<file path="src/rtl/router_alloc_ctrl.sv">
// router_alloc_ctrl: 5-port NoC switch allocator with single-flit input slots, XY-wrap routing and round-robin output arbitration
module router_alloc_ctrl #(
  parameter int          WIDTH_PACKAGE = 33,
  parameter logic [3:0]  ROUTER_LOC    = 4'b01_01
) (
  input  logic                       clk_i,
  input  logic                       rst_ni,
  input  logic [4:0]                 in_valid_i,
  output logic [4:0]                 in_ready_o,
  input  logic [5*WIDTH_PACKAGE-1:0] in_data_i,
  output logic [4:0]                 out_valid_o,
  input  logic [4:0]                 out_ready_i,
  output logic [5*WIDTH_PACKAGE-1:0] out_data_o,
  output logic [14:0]                out_src_o
);
  localparam int         W       = WIDTH_PACKAGE;
  localparam logic [2:0] P_LEFT  = 3'd0;
  localparam logic [2:0] P_RIGHT = 3'd1;
  localparam logic [2:0] P_UP    = 3'd2;
  localparam logic [2:0] P_DOWN  = 3'd3;
  localparam logic [2:0] P_PE    = 3'd4;
  localparam logic       ST_EMPTY = 1'b0;
  localparam logic       ST_HELD  = 1'b1;

  logic [4:0]   state_q;
  logic [W-1:0] slot_data_q  [5];
  logic [2:0]   slot_route_q [5];
  logic [4:0]   out_valid_q;
  logic [W-1:0] out_data_q   [5];
  logic [2:0]   out_src_q    [5];
  logic [2:0]   rr_q         [5];
  logic [4:0]   can_load;
  logic [4:0]   grant;
  logic [4:0]   freed;
  logic [2:0]   win          [5];
  logic [2:0]   idx;

  // Destinations 13..15 fold onto node 0; both axes use 2-bit wrap distance
  function automatic logic [2:0] route(input logic [3:0] d);
    logic [1:0] xd, yd, dx, dy;
    xd = d > 4'd12 ? 2'd0 : d[1:0];
    yd = d > 4'd12 ? 2'd0 : d[3:2];
    dx = xd - ROUTER_LOC[3:2];
    dy = yd - ROUTER_LOC[1:0];
    return dx == 2'd1 ? P_RIGHT : dx != 2'd0 ? P_LEFT :
           dy == 2'd1 ? P_UP : dy != 2'd0 ? P_DOWN : P_PE;
  endfunction

  function automatic logic [2:0] wrap5(input logic [2:0] p, input int k);
    logic [3:0] s;
    s = {1'b0, p} + 4'(k);
    return s >= 4'd5 ? 3'(s - 4'd5) : s[2:0];
  endfunction

  assign can_load    = ~out_valid_q | out_ready_i;
  assign in_ready_o  = ~state_q;
  assign out_valid_o = out_valid_q;

  // Round-robin pick per output; scanning from farthest to nearest leaves the nearest requester as winner
  always_comb begin
    grant = '0;
    freed = '0;
    idx   = '0;
    for (int o = 0; o < 5; o++) begin
      win[o] = '0;
      for (int k = 5; k >= 1; k--) begin
        idx = wrap5(rr_q[o], k);
        if (state_q[idx] == ST_HELD && slot_route_q[idx] == 3'(o)) begin
          grant[o] = can_load[o];
          win[o]   = idx;
        end
      end
    end
    for (int i = 0; i < 5; i++)
      for (int o = 0; o < 5; o++)
        if (grant[o] && win[o] == 3'(i)) freed[i] = 1'b1;
  end

  // Flatten per-port output registers onto the packed buses
  always_comb begin
    for (int p = 0; p < 5; p++) begin
      out_data_o[p*W +: W] = out_data_q[p];
      out_src_o[p*3 +: 3]  = out_src_q[p];
    end
  end

  // Input slots: capture flit and its route when empty, release on grant
  always_ff @(posedge clk_i or negedge rst_ni) begin
    if (!rst_ni) begin
      state_q <= '0;
      for (int p = 0; p < 5; p++) begin
        slot_data_q[p]  <= '0;
        slot_route_q[p] <= '0;
      end
    end else begin
      for (int p = 0; p < 5; p++) begin
        if (state_q[p] == ST_EMPTY && in_valid_i[p]) begin
          state_q[p]      <= ST_HELD;
          slot_data_q[p]  <= in_data_i[p*W +: W];
          slot_route_q[p] <= route(in_data_i[p*W+W-4 +: 4]);
        end else if (freed[p]) begin
          state_q[p] <= ST_EMPTY;
        end
      end
    end
  end

  // Output stage: load winner, or retire the current flit when drained with nothing pending
  always_ff @(posedge clk_i or negedge rst_ni) begin
    if (!rst_ni) begin
      out_valid_q <= '0;
      for (int o = 0; o < 5; o++) begin
        out_data_q[o] <= '0;
        out_src_q[o]  <= '0;
        rr_q[o]       <= 3'd4;
      end
    end else begin
      for (int o = 0; o < 5; o++) begin
        if (grant[o]) begin
          out_valid_q[o] <= 1'b1;
          out_data_q[o]  <= slot_data_q[win[o]];
          out_src_q[o]   <= win[o];
          rr_q[o]        <= win[o];
        end else if (out_ready_i[o]) begin
          out_valid_q[o] <= 1'b0;
        end
      end
    end
  end
endmodule

</file>
<file path="config.mk">
export PLATFORM = sky130hd
export DESIGN_NAME = router_alloc_ctrl
export DESIGN_NICKNAME = d
export VERILOG_FILES = /design/src/rtl/router_alloc_ctrl.sv
export SDC_FILE = /design/constraint.sdc
export NUM_CORES = 1
export LEC_CHECK = 0
export ABC_CLOCK_PERIOD_IN_PS = 8600
export BUFFER_PORTS_ARGS = -buffer_cell sky130_fd_sc_hd__buf_2
export CORE_MARGIN = 1
export CORE_UTILIZATION = 30
export CTS_CLUSTER_DIAMETER = 120
export DETAILED_ROUTE_END_ITERATION = 7
export GPL_TIMING_DRIVEN = 0
export PLACE_DENSITY = 0.5
export SYNTH_ARGS = -nofsm -noshare
export SYNTH_HDL_FRONTEND = slang
export SYNTH_SLANG_ARGS = --single-unit
export TNS_END_PERCENT = 50
</file>
<file path="constraint.sdc">
create_clock -name clk_i -period 8.6 [get_ports clk_i]
set_input_delay 1.29 -clock clk_i [delete_from_list [all_inputs] [get_ports clk_i]]
set_output_delay 1.29 -clock clk_i [all_outputs]
set_load 0.02 [all_outputs]
</file>
# == Word level (Yosys, flattened, before mapping) ==
# Index checks and enable logic that the tools add are counted.
# op_classes
add_sub_neg,60
magnitude_cmp,85
eq_ne,50
n_mux,290
bitwise_logic,38
n_reduce_logical,85
# op_table
cell,count
33-bit binary-select mux with 3-bit select,5
3-bit two-way mux,120
33-bit two-way mux,10
3-bit binary-select mux with 3-bit select,25
4-bit >= comparator (second input constant),30
3-bit NOT with 4-bit output,30
4-bit by 3-bit >= comparator with 1-bit output (second input constant),25
3-bit by 4-bit less-than comparator with 1-bit output (second input constant),25
1-bit two-way mux,95
1-bit binary-select mux with 3-bit select,25
3-bit subtractor (second input constant),25
3-bit by 2-bit == test with 1-bit output (second input constant),20
1-bit logical AND,55
3-bit by 2-bit adder with 4-bit output (second input constant),10
3-bit by 3-bit adder with 4-bit output (second input constant),10
2-bit nonzero test,20
3-bit by 1-bit == test with 1-bit output (second input constant),10
3-bit == test (second input constant),10
3-bit zero test,10
3-bit by 1-bit adder with 4-bit output (second input constant),5
2-bit by 1-bit == test with 1-bit output (second input constant),10
4-bit greater-than comparator (second input constant),5
2-bit two-way mux,10
2-bit by 1-bit subtractor with 2-bit output (second input constant),10
other kinds (3),8
# totals
register_bits,385
in_bits,177
out_inout_bits,190
elab_cells,643

# == Longest topological paths before layout ==
# Gate-level depths: netlist of the first run.
# logic_depth
depth_word,23
ltp_mapped,17
depth_no_buf,14

# == Least setup slack after synthesis of the first run ==
# Ideal clock, no wire load.
# synth_timing
path_type,register to register
from,"register, netlist name out_src_o[0]"
to,register out_data_q (netlist bit out_data_o[27])
setup_time_ns,0.125
arrival_time_ns,3.907
required_ns,8.475
slack_ns,4.568
stages_incl_launch_ff,17
n_path_buf,3
period_less_slack_ns,4.032
cell_sequence,dfrtp_1 inv_2 clkbuf_1 ha_1 inv_1 fa_1 a21oi_1 xnor2_1 mux4_2 a21o_1 a211o_1 o22ai_1 buf_2 buf_4 mux2_1 a22oi_1 nand2_1
# synth_rtl
element,line_no,rtl
end signal: indexed assignment,121,out_data_q[o] <= slot_data_q[win[o]];
end: declaration,29,logic [W-1:0] out_data_q [5];

==> run metrics, run 1 <==
I/O pin total=367; core box area=84220 um^2; synth-to-layout area growth=19.07%; wire per inst=26.36 um; Max Clock Skew=0.02849 ns; kind of critical path=flop to flop; Initial Util=30.49%; # setup viols final=0; Fin Hold WS=0.5156 ns; Max Cap Viol=0; RD Place Congestion=0.9305; Final Hold Viols=0; crit-path max FO=12; Slowest-stage cell, CP=clkbuf_1; post-CTS resize count=0; total iterations of the first detailed-routing run=6; predominant post-synthesis flop cell=dfrtp_1; Synth cell types=112; number of fill cells=8770; Critical Path Sink Type=flop; Worst-Skew Late Latency=0.60 ns; Avg Synthesized Cell Area=9.074 um^2; htree depth=2; Synth async-reset ratio=100.0%; worst hold path type=flop to flop; most frequent cells in the layout=623 x nand2_1, 430 x buf_2, 370 x dfrtp_1, 282 x mux2i_1, 112 x clkbuf_1; TritonCTS Sinks=375; post-synthesis cell area=25680 um^2; fmax=0.1784 GHz; Post-synth EDFFs=0; Die X-Extent=294.6 um; crit path time final=5.604 ns; clock buffer depth=3; initial antenna violation count=4; post-route cell area=30580 um^2; crit path cell chain=inv_2 > clkbuf_1 > ha_1 > inv_1 > fa_1 > a21oi_1 > xnor2_1 > mux4_2 > a21o_1 > nor2_1 > a31o_2 > clkbuf_1 > clkbuf_1 > nor2_1 > o221ai_1 > nand2_1; postcts setup bufs=0; slew of the pin with the lowest slew margin=1.260 ns; Synth Register Bits=375; Ys Warns=0; Max stage delay on crit path=0.61 ns; Startpoint Class=flop; Cells after Synth=2830; CTS tree=built; final WL=116600 um; remaining antenna violation count=0; outcome=finished, final reports clean; M2 GR Usage=42.72%; Rows=106; HPWL after DPL=87740 um; largest net degree at the start of global routing=100; commonest non-fill, non-tap cell in the layout=nand2_1; Seq/Total Area, Yosys=36.57%; number of global-route vias before repair=23.89k; CTS root buffer=clkbuf_16; Initial DRC Count=2276; DR vias=24.58k; fin crit share=65.17%; DR vias/cell=5.557; die height=294.6 um; Crit path top cell by count=clkbuf_1; Crit path max-delay family=buffers and inverters; global-route wire length before repair=168800 um; detailed-route DRC error count=0; RSZ-0062 raised after global routing=no; global-route layer with the greatest usage=met2; post-layout net count=3492; cts hold-fix bufs=0; required time of the critical path=9.06 ns; Net Count, Synth=3075; arrival time at the worst endpoint=6.06 ns; Worst-path clk slew=0.06 ns; share of cells above drive strength 1=20.60%; CTS buffer count=45; total grt overflow=0; die footprint=86770 um^2; Port-buffer cells=366; Final TNS setup=0 ns; Post-DP Area=29060 um^2; GR Util met3=4.781%; Max Slew Vio Count=0; met1 Usage GRT=35.08%; total track usage=26.41%; Slew Limit Headroom=14.85%; WP buf/inv=5
-- routing by layer --
metal | wire length, um | share of wire, %
met2 | 53890 | 46
met1 | 49540 | 42
met4 | 4476 | 3.8
met5 | 12 | 0.010
met3 | 8674 | 7.4
-- tightest hold or removal path, cell delays in order, from the launching register on --
cell and delay (ns):
dfrtp_1 0.34, nand2b_1 0.08, nand2_1 0.06
-- Yosys cell counts (38+ instances only) --
library cell,n,area share (%)
mux2_2,41,1.8
nor2_1,100,1.5
a21oi_1,51,0.99
o21ai_0,83,1.6
buf_2,65,1.3
dfrtp_1,370,36
ha_1,63,3.1
nand2b_1,39,0.95
or3_1,44,1.1
a22oi_1,45,1.3
a22o_1,41,1.4
clkbuf_1,101,1.5
nand2_1,623,9.1
inv_1,52,0.76
mux2i_1,282,11
nand3_1,38,0.74
o21ai_1,75,1.5
o22ai_1,73,1.8
-- final cells by class --
cell class / count / area, um^2 / area share (%)
Clock buffer: 67 / 1330 / 4.350
Sequential cell: 375 / 9390 / 30.71
Clock inverter: 15 / 171.4 / 0.5606
Tap cell: 1134 / 1419 / 4.640
Multi-Input combinational cell: 2185 / 15050 / 49.22
Buffer: 210 / 1021 / 3.339
Antenna cell: 7 / 17.52 / 0.05729
Inverter: 60 / 225.2 / 0.7366
Timing Repair Buffer: 370 / 1952 / 6.384
-- final timing paths --
path | startpoint | endpoint | slack (ns) | depth (start not counted)
min in group asynchronous | rst_ni | slot_data_q[43] | 0.56 | 1
max in group asynchronous | rst_ni | rr_q[8] | 6.42 | 4
worst max register to register | out_src_o[0] | out_data_o[32] | 3.00 | 16
worst max-delay path | out_src_o[0] | out_data_o[32] | 3.00 | 16
worst min-delay path | out_valid_o[2] | out_valid_o[2] | 0.52 | 2
worst min register to register | out_valid_o[2] | out_valid_o[2] | 0.52 | 2
-- cell families (layout without fill, tap and decap cells) --
| family | Yosys count | after routing | synth area share, % |
|---|---|---|---|
| multiplexers | 361 | 361 | 14.55 |
| flip-flops | 375 | 375 | 36.57 |
| adder cells (fa/ha/maj) | 68 | 68 | 3.459 |
| AO/OA/AOI/OAI | 703 | 703 | 20.97 |
| XOR/XNOR | 19 | 19 | 0.6773 |
| buffers and inverters | 270 | 722 | 4.853 |
| other | 0 | 7 | 0 |
| AND/OR/NAND/NOR | 1034 | 1034 | 18.92 |
-- flip-flops by register name, summed over array words and instances (netlist names) --
register and count:
out_src_o 15, out_valid_o 5, out_data_o 165, state_q 5
slot_route_q 15, slot_data_q 165, rr_q 5
-- through the flow --
stage | util (%) | instances | worst slack (ns)
after floorplan | - | 2830 | 4.568
after global placement | 34.35 | 4330 | -1.879
after detailed placement | 34.50 | 4334 | 3.067
after CTS | 36.28 | 4416 | 3.061
after global routing | 36.28 | 4416 | 2.744
final | 36.31 | 4423 | 2.996
Power of run 1 is left out: the tool's default activity adds up to more than one toggle a clock period on the data nets, which glitch-free logic cannot reach.
==> run 2: changes to the inputs <==
ABC_CLOCK_PERIOD_IN_PS = 4700   (was 8600)
PLACE_DENSITY = 0.52   (was 0.5)
clock period = 4.7 ns   (was 8.6 ns; I/O delays follow)
==> run 2 against run 1 <==
Fmax rose by 23%. Clock skew rose by 0.013 ns. Register-to-register slack got worse by 2.9 ns. Global-route usage fell by 0.30 points. Worst hold slack got worse by 0.39 ns. Critical path type unchanged. Critical path depth fell by 1. Non-clock buffer count rose by 5. Final area rose by 1.1%. Die area did not move. First-iteration DRC count rose by 1.8%. Sequential cell count did not move. Highest routed layer unchanged.
==> run metrics, run 2 (same netlist as run 1, synthesis figures left out) <==
outcome=finished, final reports clean; commonest non-fill, non-tap cell in the layout=nand2_1; DR vias=24.77k (+0.75%); Critical Path Sink Type=flop; crit-path max FO=10 (-2); kind of critical path=flop to flop; post-layout net count=3497 (+0.14%); wire per inst=26.26 um (-0.38%); detailed-route DRC error count=0 (unchanged); clock buffer depth=3 (unchanged); Worst-Skew Late Latency=0.60 ns (about the same); Reg2Reg Depth=15 (-1); CTS root buffer=clkbuf_16; Placed Cells=4333 (-0.023%); Final TNS setup=0 ns (unchanged); r2r endpoint=state_q[0]; register area=9394 um^2 (about the same); largest net degree at the start of global routing=109 (+9.0%); Worst-path clk slew=0.06 ns (about the same); total grt overflow=0 (unchanged); Worst Setup EP=state_q[0]; Slowest-stage cell, CP=dfstp_2; core box area=84220 um^2 (unchanged); Die X-Extent=294.6 um (unchanged); number of global-route vias before repair=23.65k (-1.0%); die footprint=86770 um^2 (unchanged); total iterations of the first detailed-routing run=5 (-1); I/O pin total=367 (unchanged); DR vias/cell=5.594 (+0.66%); fmax=0.2189 GHz (+23%); # setup viols final=0 (unchanged); share of cells above drive strength 1=22.95% (+2.3 points); Max Slew Vio Count=0 (unchanged); CTS buffer count=45 (unchanged); number of fill cells=8843 (+0.83%); total track usage=26.11% (-0.30 points); synth-to-layout area growth=20.40%; Max stage delay on crit path=0.59 ns (-0.02 ns); worst hold path type=input port to asynchronous set/reset pin; Max Cap Viol=0 (unchanged); fin crit share=97.18% (+32 points); crit path cell chain=clkbuf_4 > inv_1 > ha_1 > or3b_1 > a221oi_4 > mux2_1 > nor3_1 > and4_1 > a211oi_4 > o41a_1 > buf_2 > buf_6 > buf_4 > a32oi_1 > a41o_1; R2R Path Start=rr_q[5]; HPWL after DPL=87270 um (-0.54%); Port-buffer cells=366 (unchanged); remaining antenna violation count=0 (unchanged); multi-input logic area=15250 um^2 (+1.3%); crit path from=rr_q[5]; required time of the critical path=5.21 ns (-3.85 ns); crit path time final=4.567 ns (-1.037 ns); htree depth=2 (unchanged); initial antenna violation count=12 (+8); Initial Util=30.49% (unchanged); global-route wire length before repair=166700 um (-1.2%); most frequent cells in the layout=620 x nand2_1, 418 x buf_2, 367 x dfrtp_1, 280 x mux2i_1, 98 x nor2_1; r2r setup slk=0.13 ns (-2.86 ns); Startpoint Class=flop; fin cells=4427 (+0.090%); Max Clock Skew=0.04101 ns (+0.01252 ns); final WL=116200 um (-0.29%); RD Place Congestion=0.9345 (+0.43%); Rows=106 (unchanged); TritonCTS Sinks=375 (unchanged); Initial DRC Count=2316 (+1.8%); Fin Hold WS=0.1280 ns (-0.3876 ns); slew of the pin with the lowest slew margin=1.375 ns (+0.1159 ns); Final Hold Viols=0 (unchanged); Slew Limit Headroom=7.012% (-7.8 points); RSZ-0062 raised after global routing=yes; CTS tree=built; die height=294.6 um (unchanged); arrival time at the worst endpoint=5.08 ns (-0.98 ns)
[run 2: cell count changes in the layout (fill, tap and decap cells not counted), moves of 3 or more]
| cell | change |
|---|---|
| clkbuf_1 | -44 |
| clkbuf_2 | +30 |
| buf_4 | +15 |
| buf_2 | -12 |
| clkbuf_4 | +11 |
| a21oi_1 | -3 |
| clkinv_2 | +3 |
| dfrtp_1 | -3 |
| dfrtp_2 | +3 |
| nand2_1 | -3 |
| nand2_2 | +3 |
[run 2: per-layer routing]
| layer | global-route usage [%] | wire [um] | vias up | share of wire (%) |
|---|---|---|---|---|
| met1 | 34.42 | 48550 | 12311 | 42 |
| li1 | - | - | 11177 | - |
| met4 | 10.07 | 4535 | 6 | 3.9 |
| met3 | 5.369 | 9701 | 200 | 8.3 |
| met5 | 0 | 42 | - | 0.036 |
| met2 | 41.76 | 53420 | 1071 | 46 |
[run 2: how the worst min path moves through the flow]
stage / startpoint / to / slack, ns / depth (start not counted)
after floorplan: rst_ni / out_data_o[0] / 0.41 / 0
after global placement: out_src_o[14] / out_src_o[14] / 0.48 / 1
after detailed placement: out_data_o[62] / out_data_o[62] / 0.50 / 1
after CTS: rst_ni / slot_data_q[76] / 0.14 / 1
after global routing: rst_ni / slot_data_q[75] / 0.15 / 1
final: rst_ni / slot_data_q[75] / 0.13 / 1
[run 2: per-stage QoR]
step	utilization [%]	instance area [um^2]	worst slack (ns)
after global placement	34.35	28930	-5.245
after global routing	36.70	30900	-0.01402
after detailed placement	34.46	29020	-0.7140
final	36.71	30920	0.1326
after floorplan	-	25680	0.6682
after CTS	36.41	30660	0.001443
[run 2: worst max-delay path: cells and delay by family, from the launching register on]
family          cells  cell delay [ns]
compound gates      5             1.38
fa+ha+maj           1             0.25
buf+inv             5             1.01
flops               1             0.59
mux                 1             0.36
simple gates        3             0.89
[run 2: cell type report]
cell class	count	area share [%]
Inverter	60	0.7487
Sequential cell	375	30.38
Clock buffer	59	4.104
Multi-Input combinational cell	2185	49.33
Tap cell	1134	4.589
Antenna cell	7	0.05666
Timing Repair Buffer	379	6.507
Buffer	206	3.557
Clock inverter	22	0.7204
[run 2: what timing repair did]
action	in CTS	in global routing
pin swaps	2	2
hold buffers	0	0
buffers inserted	4	6
resized for setup	46	69
setup endpoints to repair	174	179
cloned	0	0
Power of run 2 is left out for the same reason.
